## src/rtl/memoria_dados_resposta.sv

```systemverilog
// memoria_dados_resposta
// Responder side of the processor data-memory bus. It services one read or
// write at a time against an internal word array. Each access passes through
// LATENCIA wait states and then signals completion with a one-cycle pronto pulse.
// Optional feature: define MEMORIA_PROTECAO_EN to add the per-word write-protect
// input protecao. A protected write keeps the normal timing, leaves the array
// unchanged, and raises erro together with pronto.
module memoria_dados_resposta #(
  parameter int ADDR_W   = 3,
  parameter int DATA_W   = 8,
  parameter int LATENCIA = 2
) (
  input  logic                 clk,
  input  logic                 reset,
  input  logic [ADDR_W-1:0]    endereco,
  input  logic [DATA_W-1:0]    valor_escrita,
  input  logic                 leitura,
  input  logic                 escrita,
`ifdef MEMORIA_PROTECAO_EN
  input  logic [2**ADDR_W-1:0] protecao,
`endif
  output logic [DATA_W-1:0]    valor_saida,
  output logic                 pronto,
  output logic                 ocupado,
  output logic                 erro
);

  localparam int         PROF = 2 ** ADDR_W;
  localparam logic [3:0] LAT  = 4'(LATENCIA);

  typedef enum logic [1:0] {
    OCIOSO   = 2'd0,
    ESPERA   = 2'd1,
    RESPOSTA = 2'd2
  } estado_t;

  estado_t             estado_q, estado_d;
  logic [3:0]          contador_q, contador_d;
  logic                op_escrita_q, op_escrita_d;
  logic [ADDR_W-1:0]   end_q, end_d;
  logic [DATA_W-1:0]   dado_q, dado_d;
  logic                prot_q, prot_d;
  logic                pronto_q, pronto_d;
  logic                erro_q, erro_d;
  logic [DATA_W-1:0]   valor_saida_q, valor_saida_d;
  logic [DATA_W-1:0]   mem_q [PROF];

  // Access being completed on this edge. In OCIOSO with zero latency it comes
  // straight from the inputs; otherwise it comes from the latched request.
  logic                commit;
  logic                commit_esc;
  logic [ADDR_W-1:0]   commit_end;
  logic [DATA_W-1:0]   commit_dado;
  logic                commit_prot;
  logic                mem_we;

  logic                pedido_valido;
  logic                colisao;
  logic                prot_amostra;

  assign pedido_valido = leitura ^ escrita;
  assign colisao       = leitura & escrita;

`ifdef MEMORIA_PROTECAO_EN
  assign prot_amostra = protecao[endereco];
`else
  assign prot_amostra = 1'b0;
`endif

  // Next-state logic: request acceptance, wait-state countdown, completion.
  always_comb begin
    estado_d      = estado_q;
    contador_d    = contador_q;
    op_escrita_d  = op_escrita_q;
    end_d         = end_q;
    dado_d        = dado_q;
    prot_d        = prot_q;
    pronto_d      = 1'b0;
    erro_d        = 1'b0;
    commit        = 1'b0;
    commit_esc    = op_escrita_q;
    commit_end    = end_q;
    commit_dado   = dado_q;
    commit_prot   = prot_q;

    case (estado_q)
      OCIOSO: begin
        if (pedido_valido) begin
          op_escrita_d = escrita;
          end_d        = endereco;
          dado_d       = valor_escrita;
          prot_d       = prot_amostra & escrita;
          if (LAT == 4'd0) begin
            estado_d    = RESPOSTA;
            commit      = 1'b1;
            commit_esc  = escrita;
            commit_end  = endereco;
            commit_dado = valor_escrita;
            commit_prot = prot_amostra & escrita;
          end else begin
            estado_d   = ESPERA;
            contador_d = LAT;
          end
        end else if (colisao) begin
          erro_d = 1'b1;
        end
      end
      ESPERA: begin
        if (contador_q == 4'd1) begin
          estado_d   = RESPOSTA;
          contador_d = 4'd0;
          commit     = 1'b1;
        end else begin
          contador_d = contador_q - 4'd1;
        end
      end
      RESPOSTA: begin
        estado_d = OCIOSO;
      end
      default: begin
        estado_d = OCIOSO;
      end
    endcase

    if (commit) begin
      pronto_d = 1'b1;
      if (commit_esc && commit_prot) begin
        erro_d = 1'b1;
      end
    end
  end

  // Array write enable and read-data update for the completing access.
  always_comb begin
    mem_we        = commit & commit_esc & ~commit_prot;
    valor_saida_d = valor_saida_q;
    if (commit && !commit_esc) begin
      valor_saida_d = mem_q[commit_end];
    end
  end

  // Control and output registers. Reset aborts any access that is in flight.
  always_ff @(posedge clk or negedge reset) begin
    if (!reset) begin
      estado_q      <= OCIOSO;
      contador_q    <= 4'd0;
      op_escrita_q  <= 1'b0;
      end_q         <= '0;
      dado_q        <= '0;
      prot_q        <= 1'b0;
      pronto_q      <= 1'b0;
      erro_q        <= 1'b0;
      valor_saida_q <= '0;
    end else begin
      estado_q      <= estado_d;
      contador_q    <= contador_d;
      op_escrita_q  <= op_escrita_d;
      end_q         <= end_d;
      dado_q        <= dado_d;
      prot_q        <= prot_d;
      pronto_q      <= pronto_d;
      erro_q        <= erro_d;
      valor_saida_q <= valor_saida_d;
    end
  end

  // Word array. It is cleared on reset, so a pending write is simply lost.
  always_ff @(posedge clk or negedge reset) begin
    if (!reset) begin
      for (int i = 0; i < PROF; i++) begin
        mem_q[i] <= '0;
      end
    end else if (mem_we) begin
      mem_q[commit_end] <= commit_dado;
    end
  end

  assign valor_saida = valor_saida_q;
  assign pronto      = pronto_q;
  assign erro        = erro_q;
  assign ocupado     = (estado_q != OCIOSO);

endmodule

```

## config.mk

```make
export PLATFORM = sky130hd
export DESIGN_NAME = memoria_dados_resposta
export DESIGN_NICKNAME = d
export VERILOG_FILES = /design/src/rtl/memoria_dados_resposta.sv
export SDC_FILE = /design/constraint.sdc
export NUM_CORES = 1
export LEC_CHECK = 0
export BUFFER_PORTS_ARGS = -buffer_cell sky130_fd_sc_hd__buf_2
export CAP_MARGIN = 20
export CORE_MARGIN = 2
export CORE_UTILIZATION = 30
export CTS_CLUSTER_DIAMETER = 120
export DETAILED_ROUTE_END_ITERATION = 7
export HOLD_SLACK_MARGIN = 0.05
export MAX_ROUTING_LAYER = met4
export SYNTH_ARGS = -nofsm -noshare
export SYNTH_HDL_FRONTEND = slang
export SYNTH_SLANG_ARGS = --single-unit
```

## constraint.sdc

```tcl
create_clock -name clk -period 4.7 [get_ports clk]
set_clock_uncertainty 0.15 [all_clocks]
set_input_delay 0.47 -clock clk [delete_from_list [all_inputs] [get_ports clk]]
set_output_delay 0.47 -clock clk [all_outputs]
set_load 0.02 [all_outputs]
```

# == Word level (Yosys, flattened, before mapping) ==
# Index checks and enable logic that the tools add are counted.
# word_totals
reg_bits,92
inputBits,15
output_inout_bits,11
word_cells,54
# classes
addsub,1
order_cmp,2
eq_ne,4
muxes,18
bitwise,4
n_reduce_logical,9
# ops
operator,n
bitwise mux 64 bit,1
binary-select mux 8 bit (select 3 bit),1
demux 8 bit (select 3 bit),1
two-way mux 8 bit,3
two-way mux 4 bit,2
case mux 4 bit (2 select lines),1
two-way mux 1 bit,6
AND reduction 2 bit,3
"equality test 4 x 1 -> 1 bit, second input constant",1
"greater-or-equal comparator 4 bit, second input constant",1
"less-than comparator 4 x 1 -> 1 bit, second input constant",1
two-way mux 2 bit,2
"inequality test 2 bit, second input constant",2
NOT 3 -> 4 bit,1
case mux 2 bit (2 select lines),1
nonzero test 2 bit,2
"subtractor 4 x 1 -> 4 bit, second input constant",1
AND 1 bit,2
"equality test 2 x 1 -> 1 bit, second input constant",1
logical AND 1 bit,2
zero test 2 bit,1
zero test 1 bit,1
bitwise XOR 1 bit,1

# == Logic depth before layout (Yosys ltp) ==
# Gate-level depths: netlist of run 1.
# depth
depth_word,6
mapped_depth,7
depth_no_buf,5

# == Least setup slack after synthesis of run 1 ==
# Ideal clock, no wire load.
# synth_timing
path_kind,register to register
start,register contador_q[1]
end,register mem_q[40] (netlist name)
setup_time_ps,125
arrival_time_ps,2032
required_time_ps,4425
setup_slack_ps,2393
stages_incl_launch_ff,8
path_buffers,2
synth_period_minus_slack_ps,2307
path_cell_list,dfrtp_1 > inv_1 > ha_1 > or3b_1 > buf_6 > or4b_4 > buf_6 > mux2_4
# synth_via
elab_chain_len,4
# synth_lines
element,line,rtl
from (decl),38,"logic [3:0] contador_q, contador_d;"
from (signal assigned),156,contador_q <= contador_d;
equality test 4 x 1 -> 1 bit,109,if (contador_q == 4'd1) begin
two-way mux 1 bit,109,
two-way mux 1 bit,86,case (estado_q)
AND 1 bit,135,mem_we = commit & commit_esc & ~commit_prot;
"to (signal, indexed assignment)",174,mem_q[commit_end] <= commit_dado;
to (decl),46,logic [DATA_W-1:0] mem_q [PROF];
# No other way between the ends.
# A chain may end at the register's enable or synchronous reset.

# == Final worst setup path of run 1 ==
# layout_timing
start,register end_q[0] (netlist: commit_end[0])
end,register mem_q[51] (netlist name)
# layout_via
elab_chain_len,6
elab_cells_between_ends,7
classes_between,2 x order compare; 3 x mux; 1 x bitwise; 1 x reduce/logical
# layout_lines
element,line,rtl
from (decl),40,"logic [ADDR_W-1:0] end_q, end_d;"
from (signal assigned),158,end_q <= end_d;
NOT 3 -> 4 bit (not written as such) (*),174,
greater-or-equal comparator 4 bit (not written as such) or less-than comparator 4 x 1 -> 1 bit (tied branches),174,
logical AND 1 bit (not written as such),174,
two-way mux 8 bit (not written as such),174,
demux 8 bit (select 3 bit) (*),174,
bitwise mux 64 bit (*),174,
# Mark *: on every way between the ends. The rest lies on a longest branch, timed or not.

==> impl_metrics.ini, run 1 <==
[synthesis]
synth_top_area_cell = dfrtp_1
synth-main-ff-cell = dfrtp_1
synthTopCellsByArea = dfrtp_1 (55%), mux2_2 (18%), mux2i_1 (10%)
netlist.area_leader.share_pct = 54.6
seq_area_frac_synth_pct = 54.6
synth_edf_count = 0
syn_avg_cell_area_um2 = 15.1
synthArstFlopShare_pct = 100
synth_warnings = 0
syn-num-nets = 298
synth_seq_cells = 92
yosysUniqueCellTypes = 29
synth_area_um2 = 4220
synth_cells = 280

[clock_tree]
cts_resized = 0
hold_buffers = 0
path_clk_slew_ps = 70
clk_latency_ps = 340
cts_made_buffers = 9
clock_path_buffers = 2
htreeDepth = 3
cts_setup_buffers = 0
cts_tree = built
ctsRootBufferMaster = clkbuf_16
clock_sinks = 92

[drt]
first_pass_iters = 4
dr.first_iter.drc_count = 72
post-route-drc-count = 0
wirelength_um = 8220
wl_per_cell_um = 16.7
routed-via-count = 2290
ant_nets = 0
vias_per_cell = 4.65

[sta]
period_needed_ps = 2970
period_share_pct = 63.2
final_hold_viol_count = 0
fmax_mhz = 337
finalSetupTns_ps = 0
worst-slew-pin-transition_ps = 1050
setup_viol = 0
report.final.slew_viol_count = 0
rsz0062_at_grt = no
max-slew-margin-rel_pct = 29.8

[finish]
syn_to_final_growth_pct = 14.5
fillCellCount = 1336
nets = 325
fin_util_pct = 34.9
layout_common_cells = dfrtp_1 (91), mux2_2 (68), mux2i_1 (42)
layout_commonest_cell = dfrtp_1
diodes = 0
drive_above_1_share_pct = 42.9

[worst_setup_path]
reg2reg_to = mem_q[51]
crit_slowest_cell = dfrtp_2
critical-path-max-stage-delay_ps = 1010
crit_chain = nand2_1 > nor4b_4 > mux2_2
start_kind = register
cp.arrival_ps = 3050
crit_path_start = commit_end[0]
worstSetupPathType = register to register
critical_path_buf_inv_count = 0
crit_fanout = 35
crit_required_ps = 4780
reg2reg_from = commit_end[0]
critPathTopFamily = simple AND/OR/NAND/NOR gates
r2r_cells = 3
end_kind = register
rrSetupSlack_ps = 1730

[die]
design.die.area_um2 = 15000
die_w_um = 123
rows = 43
initial_core_util_pct = 30.5
fp.coreArea_um2 = 13800
die_h_um = 123
io_pins = 26

[placement]
dp_hpwl_um = 5210
place_congestion = 0.717
numPortBuffers = 25

[power]
power.total_mw = 2.97
power_leakage_nw = 2.29
p_per_area_nw_per_um2 = 614
vdd_drop_max_mv = 0.157

[grt]
grt_max_degree = 62
grt_pass1_vias = 2399
grt-ovfl-total = 0
grt_pass1_wl_um = 13400
antenna_found_initial = 0
grtUsageTotal_pct = 12.5

[outcome]
status = completed

[worst_hold_path]
hp-class = input port to async pin

[run]
max_cap_violations = 0
## how the worst max path moves through the flow
| stage | end | slack, ps | depth (start not counted) |
|---|---|---|---|
| global route | mem_q[51] | 1610 | 3 |
| finish | mem_q[51] | 1730 | 3 |
| detailed placement | mem_q[52] | 1690 | 3 |
| floorplan | mem_q[40] | 2390 | 7 |
| CTS | mem_q[51] | 1670 | 3 |
| global placement | mem_q[51] | 1750 | 3 |
## worst register-to-register path, stage by stage, from the launching register on
cell and delay [ps]:
dfrtp_2 1010, nand2_1 470, nor4b_4 800, mux2_2 420
## metal layers
metal / vias to the layer above / wire length, um / GRT usage, %
met1: 1182 / 3730 / 15.7
met5: - / 0 / -
met3: 16 / 303 / 3.72
li1: 1065 / - / -
met4: 0 / 173 / 5.39
met2: 27 / 4020 / 18.7
## registers in the layout, summed over array words and instances, names as in the netlist
name         flops
pronto           1
commit_esc       1
commit_end       3
mem_q           64
contador_q       4
estado_q         2
erro             1
valor_saida      8
commit_dado      8
## through the flow
step / instance area, um^2 / setup slack [ps] / hold WS [ps] / instances
finish: 4830 / 1730 / 58.0 / 492
global route: 4830 / 1610 / 115 / 492
CTS: 4830 / 1670 / 85.7 / 492
detailed placement: 4520 / 1690 / 342 / 476
global placement: 4520 / 1750 / 339 / 476
floorplan: 4220 / 2390 / 24.4 / 280
## power by group
| part | internal, mW | switching (mW) | total (mW) |
|---|---|---|---|
| Clock | 0.415 | 0.315 | 0.729 |
| Combinational | 0.493 | 0.310 | 0.803 |
| Sequential | 1.09 | 0.347 | 1.43 |
## kinds of logic (layout without fill, tap and decap cells)
kind of cell | Yosys count | in the layout | synth area share [%]
compound gates | 6 | 6 | 0.950
fa+ha+maj | 3 | 3 | 0.890
buf+inv | 22 | 54 | 2.43
flops | 92 | 92 | 54.6
mux | 126 | 126 | 35.3
simple gates | 31 | 31 | 5.88
## cell type report
class | instances | area [um^2] | area share, %
inverters | 11 | 41.3 | 0.856
well taps | 180 | 225 | 4.67
clock inverters | 7 | 76.3 | 1.58
flip-flops and latches | 92 | 2300 | 47.7
repair buffers | 27 | 143 | 2.96
clock buffers | 9 | 225 | 4.67
multi-input cells | 166 | 1810 | 37.5
## cells in the mapped netlist, types with 2 or more instances
master / number
nor2b_1: 3
ha_1: 3
o21bai_1: 2
nor4b_4: 3
nand2_1: 5
buf_2: 4
mux2_2: 68
nand2b_1: 2
mux4_2: 8
dfrtp_1: 92
nand4_1: 3
buf_6: 2
nor2_1: 6
inv_1: 11
and2_1: 2
o21ai_0: 2
clkbuf_1: 4
mux2_4: 8
mux2i_1: 42
No activity file was read; power rests on OpenSTA's default activity.
==> run 2, diff against run 1 <==
==> constraint.sdc (replaced) <==
create_clock -name clk -period 2.9 [get_ports clk]
set_clock_uncertainty 0.15 [all_clocks]
set_input_delay 0.29 -clock clk [delete_from_list [all_inputs] [get_ports clk]]
set_output_delay 0.29 -clock clk [all_outputs]
set_load 0.02 [all_outputs]
==> run 2 against run 1 <==
Net effect: flip-flop and latch count unchanged; global-route usage up 0.54 points; worst setup slack worse by 1500 ps; maximum frequency grew 12%; clock power is 65% higher; utilization grew 1.8 points; final cell count increased by 5.5%; hold slack gained 79 ps; largest cell class unchanged.
==> impl_metrics.ini, run 2 (synthesized netlist as in run 1, its figures left out) <==
[outcome]
status = completed

[finish]
largest_register = mem_q
multiInputGateArea_um2 = 1810
syn_to_final_growth_pct = 20.4
drive_above_1_share_pct = 43.4
fin_cells = 519
largest_reg_flops = 64
nets = 352
layout_common_cells = dfrtp_1 (91), mux2_2 (68), mux2i_1 (42)
fillCellCount = 1314
diodes = 0
seq_area_um2 = 2300
layout_commonest_cell = dfrtp_1

[worst_setup_path]
rrSetupSlack_ps = 250
crit_chain = inv_1 > ha_1 > or3b_1 > nor4_4 > buf_4 > mux2_2
crit_required_ps = 2980
crit_path_start = contador_q[1]
reg2reg_to = mem_q[39]
critical-path-max-stage-delay_ps = 590
end_kind = register
start_kind = register
cp-endpoint = mem_q[39]
reg2reg_from = contador_q[1]
worstSetupPathType = register to register
crit_slowest_cell = or3b_1
r2r_cells = 6
cp.arrival_ps = 2730
crit_fanout = 9

[sta]
rsz0062_at_grt = no
fmax_mhz = 377
max-slew-margin-rel_pct = 47.9
period_share_pct = 91.4
worst-slew-pin-transition_ps = 782
finalSetupTns_ps = 0
timing.hold.ws_ps = 137
final_hold_viol_count = 0
setup_viol = 0
period_needed_ps = 2650
report.final.slew_viol_count = 0

[power]
swShare_pct = 32.4
clock_power_share_pct = 24.4
p_per_area_nw_per_um2 = 965
vdd_drop_max_mv = 0.318
p_switching_mw = 1.59
internal_power_mw = 3.31
seq_power_share_pct = 45.2
power_leakage_nw = 2.42
p_comb_share_pct = 30.3

[drt]
first_pass_iters = 4
post-route-drc-count = 0
ant_nets = 0
wirelength_um = 8620
dr.first_iter.drc_count = 107
wl_per_cell_um = 16.6
vias_per_cell = 4.61
routed-via-count = 2392

[clock_tree]
ctsRootBufferMaster = clkbuf_16
clock_sinks = 92
clk_latency_ps = 340
cts_resized = 0
path_clk_slew_ps = 60
cts_made_buffers = 9
clock_path_buffers = 2
htreeDepth = 3
cts_tree = built

[run]
max_cap_violations = 0

[die]
die_h_um = 123
fp.coreArea_um2 = 13800
die_w_um = 123
design.die.area_um2 = 15000
initial_core_util_pct = 30.5
rows = 43
io_pins = 26

[grt]
grt-ovfl-total = 0
grt_pass1_vias = 2548
grt_pass1_wl_um = 14000
grtUsageTotal_pct = 13.0
grt_max_degree = 59
antenna_found_initial = 0

[worst_hold_path]
hp-class = input port to register

[placement]
dp_cells = 490
place_congestion = 0.825
dp_hpwl_um = 5830
numPortBuffers = 25
==> run 2: cell types whose count changed in the layout (fill, tap and decap cells not counted) <==
cell           delta
buf_4            +13
clkbuf_1          +1
clkbuf_8          +2
inv_6             -1
clkinvlp_4        -1
buf_12            +1
dlygate4sd3_1    +13
clkinv_4          -2
clkinv_2          +1
==> run 2: worst min-delay path by stage <==
stage                     startpoint              to  slack (ps)  cells after the start
after floorplan                reset  commit_dado[0]        -160                      0
after global placement         reset       mem_q[39]         270                      1
after detailed placement       reset       mem_q[58]         270                      1
after CTS                    leitura            erro         140                      3
after global routing         leitura            erro         150                      3
final                        leitura            erro         140                      3
==> run 2: power by group through the flow <==
stage                     Combinational (mW)  Clock, mW  Sequential, mW
final                                   1.49       1.20            2.22
after global routing                    1.62       1.28            2.31
after CTS                               1.51       1.22            2.22
after detailed placement                1.50          0            2.24
after global placement                  1.46          0            2.23
after floorplan                         1.22          0            2.07
==> run 2: worst max-delay path: cells and delay by family (launching register included) <==
family        cells  cell delay [ps]
simple gates      2             1140
flops             1              380
buf+inv           2              350
mux               1              350
fa+ha+maj         1              160
==> run 2: timing repair <==
action	4_1_cts	5_1_grt
endpoints found under the hold margin	68	0
setup buffers	0	0
hold buffers	13	0
==> run 2: per-layer routing <==
| metal | part of all wire [%] | up-vias | global-route usage [%] |
|---|---|---|---|
| met3 | 2.0 | 11 | 2.46 |
| met2 | 48 | 23 | 19.7 |
| met5 | 0 | - | - |
| li1 | - | 1118 | - |
| met1 | 48 | 1240 | 17.2 |
| met4 | 1.7 | 0 | 5.60 |
==> run 2: area by class of cell <==
cell class	instances	area share, %
clock buffers	12	5.05
clock inverters	4	0.937
inverters	11	0.813
multi-input cells	166	35.7
flip-flops and latches	92	45.4
well taps	180	4.44
repair buffers	54	7.69
==> run 2: stage by stage <==
| stage | cell area, um^2 | worst slack (ps) | utilization (%) | total power [mW] |
|---|---|---|---|---|
| 2_1_floorplan | 4220 | 593 | - | 3.29 |
| 3_3_place_gp | 4640 | 301 | 33.6 | 3.69 |
| 3_5_place_dp | 4640 | 261 | 33.6 | 3.74 |
| 4_1_cts | 5080 | 243 | 36.7 | 4.95 |
| 5_1_grt | 5080 | 145 | 36.7 | 5.21 |
| 6_report | 5080 | 249 | 36.7 | 4.90 |
